$ cat src/rtl/nrisc_data_arbiter_pkg.sv
// Shared definitions for the data-memory arbiter: FSM encoding,
// requester indices and the legal memory-latency range.
package nrisc_arb_pkg;

    typedef enum logic [1:0] {
        IDLE  = 2'd0,
        GRANT = 2'd1,
        WAIT  = 2'd2
    } arb_state_t;

    localparam logic REQ_CPU = 1'b0;
    localparam logic REQ_EXT = 1'b1;

    // Read latency the arbiter can be built for; the counter is sized to cover it.
    localparam int MEM_LAT_MIN = 1;
    localparam int MEM_LAT_MAX = 4;
    localparam int CNT_W       = 3;

endpackage

$ cat src/rtl/nrisc_data_arbiter_if.sv
// Requester and memory-side signals of the data arbiter.
// master = arbiter side, slave = requesters plus memory macro.
interface nrisc_data_arbiter_if #(parameter int TAM = 16);

    logic           cpu_req, cpu_we, cpu_gnt, cpu_rvalid;
    logic [TAM-1:0] cpu_addr, cpu_wdata;
    logic           ext_req, ext_we, ext_gnt, ext_rvalid;
    logic [TAM-1:0] ext_addr, ext_wdata;
    logic [TAM-1:0] rdata;
    logic           mem_en, mem_we;
    logic [TAM-1:0] mem_addr, mem_wdata, mem_rdata;

    modport master (
        input  cpu_req, cpu_we, cpu_addr, cpu_wdata,
        input  ext_req, ext_we, ext_addr, ext_wdata,
        input  mem_rdata,
        output cpu_gnt, cpu_rvalid, ext_gnt, ext_rvalid, rdata,
        output mem_en, mem_we, mem_addr, mem_wdata
    );

    modport slave (
        output cpu_req, cpu_we, cpu_addr, cpu_wdata,
        output ext_req, ext_we, ext_addr, ext_wdata,
        output mem_rdata,
        input  cpu_gnt, cpu_rvalid, ext_gnt, ext_rvalid, rdata,
        input  mem_en, mem_we, mem_addr, mem_wdata
    );

endinterface

$ cat src/rtl/nrisc_data_arbiter_rr_pick.sv
// Two-way round-robin choice: a lone requester wins, a tie goes to
// whichever side was not served last.
module nrisc_rr_pick
    import nrisc_arb_pkg::*;
(
    input  logic cpu_req,
    input  logic ext_req,
    input  logic last,
    output logic pick
);

    // Pick the winner among the currently asserted requests.
    always_comb begin
        pick = REQ_CPU;
        if (cpu_req && ext_req)
            pick = ~last;
        else if (ext_req)
            pick = REQ_EXT;
    end

endmodule

$ cat src/rtl/nrisc_data_arbiter.sv
// Single-port data-memory arbiter between the CPU load/store path and an
// external requester. One access in flight at a time; reads return data
// with an rvalid pulse MEM_LAT cycles after the grant.
module nrisc_data_arbiter
    import nrisc_arb_pkg::*;
#(
    parameter int TAM     = 16,
    parameter int MEM_LAT = 1      // legal MEM_LAT_MIN..MEM_LAT_MAX
) (
    input logic                  clk,
    input logic                  rst,
    nrisc_data_arbiter_if.master bus
);

    arb_state_t       state;
    logic             owner;
    logic             last_srv;
    logic             pick;
    logic [CNT_W-1:0] cnt;
    logic             rd_done;

    nrisc_rr_pick u_pick (
        .cpu_req (bus.cpu_req),
        .ext_req (bus.ext_req),
        .last    (last_srv),
        .pick    (pick)
    );

    // Read data is passed straight through from memory in the final WAIT cycle.
    assign rd_done        = (state == WAIT) && (cnt == CNT_W'(MEM_LAT));
    assign bus.cpu_rvalid = rd_done && (owner == REQ_CPU);
    assign bus.ext_rvalid = rd_done && (owner == REQ_EXT);
    assign bus.rdata      = rd_done ? bus.mem_rdata : '0;

    // Arbitration FSM; mem_addr/mem_wdata double as the latched request so
    // requesters may change their inputs once gnt is seen.
    always_ff @(posedge clk or negedge rst) begin
        if (!rst) begin
            state         <= IDLE;
            owner         <= REQ_CPU;
            last_srv      <= REQ_EXT;
            cnt           <= '0;
            bus.cpu_gnt   <= 1'b0;
            bus.ext_gnt   <= 1'b0;
            bus.mem_en    <= 1'b0;
            bus.mem_we    <= 1'b0;
            bus.mem_addr  <= '0;
            bus.mem_wdata <= '0;
        end else begin
            case (state)
                IDLE: begin
                    if (bus.cpu_req || bus.ext_req) begin
                        state         <= GRANT;
                        owner         <= pick;
                        last_srv      <= pick;
                        bus.cpu_gnt   <= (pick == REQ_CPU);
                        bus.ext_gnt   <= (pick == REQ_EXT);
                        bus.mem_en    <= 1'b1;
                        bus.mem_we    <= (pick == REQ_EXT) ? bus.ext_we    : bus.cpu_we;
                        bus.mem_addr  <= (pick == REQ_EXT) ? bus.ext_addr  : bus.cpu_addr;
                        bus.mem_wdata <= (pick == REQ_EXT) ? bus.ext_wdata : bus.cpu_wdata;
                    end
                end
                GRANT: begin
                    bus.cpu_gnt <= 1'b0;
                    bus.ext_gnt <= 1'b0;
                    bus.mem_en  <= 1'b0;
                    bus.mem_we  <= 1'b0;
                    cnt         <= CNT_W'(1);
                    state       <= bus.mem_we ? IDLE : WAIT;
                end
                WAIT: begin
                    if (rd_done)
                        state <= IDLE;
                    else
                        cnt <= cnt + CNT_W'(1);
                end
                default: state <= IDLE;
            endcase
        end
    end

endmodule

$ cat src/flat_wrapper.sv
// flat-port wrapper written by rule: the top's interface ports become plain ports
module nrisc_data_arbiter_flat import nrisc_arb_pkg::*;
#(
    parameter int TAM     = 16,
    parameter int MEM_LAT = 1                                       
)
  (clk, rst, bus_cpu_req, bus_cpu_we, bus_cpu_addr, bus_cpu_wdata, bus_ext_req, bus_ext_we, bus_ext_addr, bus_ext_wdata, bus_mem_rdata, bus_cpu_gnt, bus_cpu_rvalid, bus_ext_gnt, bus_ext_rvalid, bus_rdata, bus_mem_en, bus_mem_we, bus_mem_addr, bus_mem_wdata);
  nrisc_data_arbiter_if #(.TAM(TAM)) bus_i ();
  input logic clk;
  input logic rst;
  input wire logic [$bits(bus_i.cpu_req)-1:0] bus_cpu_req;
  input wire logic [$bits(bus_i.cpu_we)-1:0] bus_cpu_we;
  input wire logic [$bits(bus_i.cpu_addr)-1:0] bus_cpu_addr;
  input wire logic [$bits(bus_i.cpu_wdata)-1:0] bus_cpu_wdata;
  input wire logic [$bits(bus_i.ext_req)-1:0] bus_ext_req;
  input wire logic [$bits(bus_i.ext_we)-1:0] bus_ext_we;
  input wire logic [$bits(bus_i.ext_addr)-1:0] bus_ext_addr;
  input wire logic [$bits(bus_i.ext_wdata)-1:0] bus_ext_wdata;
  input wire logic [$bits(bus_i.mem_rdata)-1:0] bus_mem_rdata;
  output wire logic [$bits(bus_i.cpu_gnt)-1:0] bus_cpu_gnt;
  output wire logic [$bits(bus_i.cpu_rvalid)-1:0] bus_cpu_rvalid;
  output wire logic [$bits(bus_i.ext_gnt)-1:0] bus_ext_gnt;
  output wire logic [$bits(bus_i.ext_rvalid)-1:0] bus_ext_rvalid;
  output wire logic [$bits(bus_i.rdata)-1:0] bus_rdata;
  output wire logic [$bits(bus_i.mem_en)-1:0] bus_mem_en;
  output wire logic [$bits(bus_i.mem_we)-1:0] bus_mem_we;
  output wire logic [$bits(bus_i.mem_addr)-1:0] bus_mem_addr;
  output wire logic [$bits(bus_i.mem_wdata)-1:0] bus_mem_wdata;
  assign bus_i.cpu_req = bus_cpu_req;
  assign bus_i.cpu_we = bus_cpu_we;
  assign bus_i.cpu_addr = bus_cpu_addr;
  assign bus_i.cpu_wdata = bus_cpu_wdata;
  assign bus_i.ext_req = bus_ext_req;
  assign bus_i.ext_we = bus_ext_we;
  assign bus_i.ext_addr = bus_ext_addr;
  assign bus_i.ext_wdata = bus_ext_wdata;
  assign bus_i.mem_rdata = bus_mem_rdata;
  assign bus_cpu_gnt = bus_i.cpu_gnt;
  assign bus_cpu_rvalid = bus_i.cpu_rvalid;
  assign bus_ext_gnt = bus_i.ext_gnt;
  assign bus_ext_rvalid = bus_i.ext_rvalid;
  assign bus_rdata = bus_i.rdata;
  assign bus_mem_en = bus_i.mem_en;
  assign bus_mem_we = bus_i.mem_we;
  assign bus_mem_addr = bus_i.mem_addr;
  assign bus_mem_wdata = bus_i.mem_wdata;
  nrisc_data_arbiter #(.TAM(TAM), .MEM_LAT(MEM_LAT)) u_core (.clk(clk), .rst(rst), .bus(bus_i));
endmodule
$ cat config.mk
export PLATFORM = sky130hd
export DESIGN_NAME = nrisc_data_arbiter_flat
export DESIGN_NICKNAME = d
export VERILOG_FILES = /design/src/rtl/nrisc_data_arbiter_pkg.sv /design/src/rtl/nrisc_data_arbiter_if.sv /design/src/rtl/nrisc_data_arbiter_rr_pick.sv /design/src/rtl/nrisc_data_arbiter.sv /design/src/flat_wrapper.sv
export SDC_FILE = /design/constraint.sdc
export NUM_CORES = 1
export LEC_CHECK = 0
export CAP_MARGIN = 25
export CORE_MARGIN = 3
export CORE_UTILIZATION = 35
export DETAILED_ROUTE_END_ITERATION = 8
export PLACE_DENSITY = 0.74
export SLEW_MARGIN = 30
export SYNTH_ARGS = -nofsm -noshare
export SYNTH_HDL_FRONTEND = slang
export SYNTH_SLANG_ARGS = --single-unit
$ cat constraint.sdc
create_clock -name clk -period 1.6 [get_ports clk]
set_clock_uncertainty 0.2 [all_clocks]
set_input_delay 0.16 -clock clk [delete_from_list [all_inputs] [get_ports clk]]
set_output_delay 0.16 -clock clk [all_outputs]
set_load 0.01 [all_outputs]
# Yosys cells after proc, flatten, opt, wreduce, memory -nomap -nowiden
# Index checks and enable logic that the tools add are counted.
[word_totals]
register_bits = 43
input_bits = 86
output_inout_bits = 54
word_cells = 52
[op_classes]
addsub = 1
n_eq_ne = 6
n_mux = 20
bitwise_logic = 3
reduce_logical = 12
[ops]
columns = ["operator", "count"]
rows = [
  ["$mux 16", 3],
  ["$pmux 1 s2", 4],
  ["$reduce_and 2->1", 4],
  ["$mux 1", 7],
  ["$mux 2", 3],
  ["$pmux 2 s3", 1],
  ["$pmux 3 s2", 1],
  ["$logic_and 1x1->1", 4],
  ["$ne 2x1->1 const B", 2],
  ["$reduce_bool 2->1", 2],
  ["$add 3x1->3 const B", 1],
  ["$eq 3x1->1 const B", 1],
  ["$mux 3", 1],
  ["$not 1->1", 3],
  ["$eq 2x1->1 const B", 1],
  ["$eq 2x2->1 const B", 1],
  ["$logic_not 2->1", 1],
  ["$ne 2x2->1 const B", 1],
  ["$logic_or 1x1->1", 1],
]

# Logic depth before layout (Yosys ltp)
# Gate-level depths: netlist of the first run.
[depth]
ltp_word = 5
ltp_mapped = 6
depth_no_buf = 5

# Cells and area by module
# From an unflattened synthesis of the first run, not the netlist that was laid out.
[unflattened]
cells_unflattened = 173
hier_area_um2 = 2327.2
[modules_own_cells]
columns = ["mod", "instances", "cells_per_inst", "area_each_um2", "seq_area_each_um2"]
rows = [
  ["nrisc_data_arbiter", 1, 172, 2316.0, 1077.3],
  ["nrisc_rr_pick", 1, 1, 11.3, 0.0],
]

# Least setup slack after synthesis of the first run
# Ideal clock, no wire load.
[synth_path]
path_type = "register to output"
start = "reg u_core.cnt[1]"
end = "out bus_rdata[0]"
arrival_ps = 1480
t_required_ps = 1240
setup_slack_ps = -240
stages_incl_launch_ff = 7
path_buffers = 1
cell_sequence = "dfrtp_1 -> inv_1 -> ha_1 -> nand2b_1 -> nor3_1 -> clkbuf_1 -> and2_1"
[synth_via]
elab_chain_cells = 3
[synth_rtl]
columns = ["element", "line_no", "text"]
rows = [
  ["start: declaration", "nrisc_data_arbiter.sv:19", "logic [CNT_W-1:0] cnt;"],
  ["start signal: assignment", "nrisc_data_arbiter.sv:76", "cnt <= cnt + CNT_W'(1);"],
  ["$eq 3x1->1", "nrisc_data_arbiter.sv:30", "assign rd_done = (state == WAIT) && (cnt == CNT_W'(MEM_LAT));"],
  ["$logic_and 1x1->1", "nrisc_data_arbiter.sv:30", ""],
  ["$mux 16", "nrisc_data_arbiter.sv:33", "assign bus.rdata = rd_done ? bus.mem_rdata : '0;"],
  ["end: declaration", "flat_wrapper.sv:24", "output wire logic [$bits(bus_i.rdata)-1:0] bus_rdata;"],
]
# Every way passes these cells.

# Worst setup path after layout of the first run
[layout_path]
start = "reg u_core.cnt[1]"
end = "out bus_rdata[1]"
# The elaborated chain is that of the path after synthesis.

==> results of run 1 <==
kinds of logic after synthesis:
family	synth area share, %
buf+inv	4.864
simple gates	7.873
flops	43.18
fa+ha+maj	1.003
compound gates	4.565
mux	38.52
stage by stage:
stage | power [mW] | setup WS [ns] | util (%) | cells | instance area (µm²)
5_1_grt | 7.776 | -0.4403 | 68.23 | 447 | 4687
4_1_cts | 7.313 | -0.3637 | 65.99 | 440 | 4533
3_5_place_dp | 6.061 | -0.4356 | 60.77 | 422 | 4174
3_3_place_gp | 5.981 | -0.4222 | 60.77 | 422 | 4174
2_1_floorplan | 4.149 | -0.1767 | - | 177 | 2559
6_report | 7.342 | -0.3625 | 68.23 | 447 | 4687
routing by layer:
metal	vias to the layer above	GRT usage, %	part of all wire, %
met5	-	0	0
met4	0	4.082	0.90
met3	5	3.917	6.1
met2	77	30.37	55
met1	962	17.69	38
li1	965	-	-
worst reg2reg max path: cells and delay by family, from the launching register on:
family                 cells  cell delay [ns]
buffers and inverters      2             0.27
AO/OA/AOI/OAI              1             0.21
multiplexers               2             0.56
flip-flops                 1             0.56
cell type report:
cell class	count	area (µm²)	area share (%)
repair buffers	176	1909	40.74
clock inverters	1	7.507	0.1602
clock buffers	7	96.34	2.056
well taps	96	120.1	2.563
multi-input cells	120	1461	31.18
flip-flops and latches	43	1077	22.98
inverters	4	15.01	0.3203
synth_stat cells:
cell type / number / area (µm²)
nor4_1: 1 / 6.260
o22ai_1: 1 / 6.260
nand3b_1: 1 / 7.510
dfstp_2: 1 / 26.28
buf_12: 3 / 60.06
a21bo_1: 1 / 10.01
ha_1: 2 / 25.02
a22o_1: 1 / 8.760
a21boi_0: 1 / 7.510
o2bb2ai_1: 1 / 8.760
buf_6: 1 / 11.26
a31oi_1: 1 / 6.260
nor2_1: 4 / 15.01
mux2i_1: 3 / 30.03
inv_2: 1 / 3.750
nor2b_1: 2 / 12.51
nor3_1: 1 / 5.000
a21oi_1: 4 / 20.02
and2_1: 17 / 106.4
nand2b_1: 2 / 12.51
buf_4: 3 / 22.52
clkbuf_2: 1 / 5.000
a2bb2oi_1: 1 / 8.760
nand2_1: 6 / 22.52
inv_1: 3 / 11.26
nor4b_1: 1 / 8.760
mux2_2: 8 / 90.09
o31a_1: 1 / 8.760
o21ai_2: 1 / 8.760
mux2_4: 56 / 840.8
o21a_1: 1 / 7.510
clkbuf_1: 2 / 7.510
a22oi_1: 1 / 7.510
o21ai_0: 1 / 5.000
dfrtp_1: 42 / 1051
flip-flops by register name (all words and copies together), names as in the netlist:
signal and flops:
u_core.bus.mem_addr 16, u_core.bus.mem_wdata 16, u_core.cnt 3, u_core.state 2, u_core.bus.cpu_gnt 1, u_core.bus.ext_gnt 1, u_core.bus.mem_en 1, u_core.bus.mem_we 1
u_core.last_srv 1, u_core.owner 1
worst paths after layout:
check | slack [ns] | cells after the start | endpoint | from
min reg2reg | 0.29 | 2 | u_core.bus.mem_en | u_core.bus.mem_en
max reg2reg | -0.30 | 5 | u_core.bus.mem_wdata[5] | u_core.last_srv
max in group asynchronous | 0.77 | 3 | u_core.last_srv | rst
min in group clk | 0.29 | 2 | u_core.bus.mem_en | u_core.bus.mem_en
min | 0.18 | 3 | u_core.bus.mem_addr[14] | rst
max | -0.36 | 8 | bus_rdata[1] | u_core.cnt[1]
what timing repair did:
item | CTS | global route
hold buffers | 1 | 0
cloned | 4 | 1
buffers inserted | 5 | 9
resized for setup | 115 | 38
hold endpoints to repair | 43 | 0
endpoints found under the setup margin | 50 | 76
pin swaps | 22 | 5
where the power goes:
group	total (mW)	switching, mW	internal [mW]
Combinational	4.59	1.64	2.94
Sequential	1.98	0.344	1.63
Clock	0.779	0.385	0.393
==> results.py, run 1 <==
metrics = {
    "run_status": {
        "status": "complete, but fails checks",
        "violations": "setup timing",
    },
    "die": {
        "die_area_mm2": 0.008178,
        "num_rows": 30,
        "die_w_um": 90.43,
        "pin_count": 140,
        "start_util_pct": 36.32,
        "core_area_mm2": 0.006869,
        "die_y_um": 90.43,
    },
    "clocking": {
        "cts-root-buf": "clkbuf_8",
        "htree_levels": 2,
        "clk_latency_ns": 0.29,
        "cts_buffer_depth": 2,
        "cts_made_buffers": 5,
        "clkSinkCount": 43,
        "cts_tree": "done",
        "path_clk_slew_ns": 0.08,
    },
    "route": {
        "drc_errors": 0,
        "avgRoutedWirePerCell_um": 15.15,
        "first_pass_iters": 4,
        "drtIter0Drc": 31,
        "vias": 2009,
        "ant_nets": 0,
        "avgViaCountPerCell": 4.494,
        "totalWireLength_um": 6773,
    },
    "synthesis": {
        "synth_cells": 177,
        "yosysWarningCount": 0,
        "syn_area_per_cell_um2": 14.10,
        "ys_types": 35,
        "syn-cell-area_mm2": 0.002495,
        "synth-seq-area-share_pct": 43.18,
        "synth-seq-cells": 43,
        "syn_nets": 265,
    },
    "global_routing": {
        "antenna_found_initial": 0,
        "grt_pass1_vias": 2167,
        "grt-ovfl-total": 0,
        "grt_usage_pct": 15.99,
        "grt_pass1_wl_um": 10560,
        "grt_max_degree": 44,
    },
    "placement": {
        "gp_congestion": 0.6902,
        "io_buffer_count": 139,
        "place_hpwl_um": 4760,
    },
    "timing": {
        "rsz0062_at_grt": "yes",
        "final-setup-viol-count": 53,
        "post-route-period-util_pct": 122.7,
        "slew_headroom_pct": 82.01,
        "setup_tns_ns": -13.66,
        "timing.hold.ws_ns": 0.1790,
        "fin_ws_ns": -0.3625,
        "max_clock_freq_ghz": 0.5095,
        "slew_viol_final": 0,
        "period_minus_slack_ns": 1.963,
        "worst_slew_pin_slew_ns": 0.2699,
        "finalHoldViolations": 0,
    },
    "setup_path": {
        "cpMostUsedCell": "buf_6",
        "cp.required_ns": 1.24,
        "cp_slowest_stage_delay_ns": 0.39,
        "crit_type": "reg2out",
        "start_kind": "flop",
        "cp_max_fo": 8,
        "crit_chain": "inv_2 > ha_4 > nand2b_4 > nor3_4 > buf_12 > buf_6 > and2_4 > buf_6",
        "slowest_stage": "dfrtp_1",
        "critPathCaptureType": "primary output",
        "worstPathArrival_ns": 1.60,
        "cp_num_buf_inv": 4,
        "path_delay_family": "flip-flops",
    },
    "final_layout": {
        "final_layout_size_suffix_gt1_share_pct": 45.01,
        "syn2layout_area_growth_pct": 87.86,
        "final_cell_mix": "clkdlybuf4s50_1, mux2_4, dfrtp_1, buf_6, dlymetal6s2s_1",
        "fillers": 513,
        "antenna_cells": 0,
        "finalNetCount": 438,
        "final_common_cell": "clkdlybuf4s50_1",
    },
    "power_and_ir_drop": {
        "pwr_density_cell_mw_per_mm2": 1567,
        "ir_worst_vdd_uv": 775.6,
        "cellLeakagePower_nw": 2.325,
    },
    "run": {
        "drv_cap": 0,
    },
    "worst_hold_path": {
        "hold_class": "in2async",
    },
}
(Power assumes the default switching activity.)
==> inputs of run 2 (changes only) <==
- CAP_MARGIN: 25 -> 15
==> results of run 2 <==
No change in the layout: final DEF, timing and power equal those of run 1.
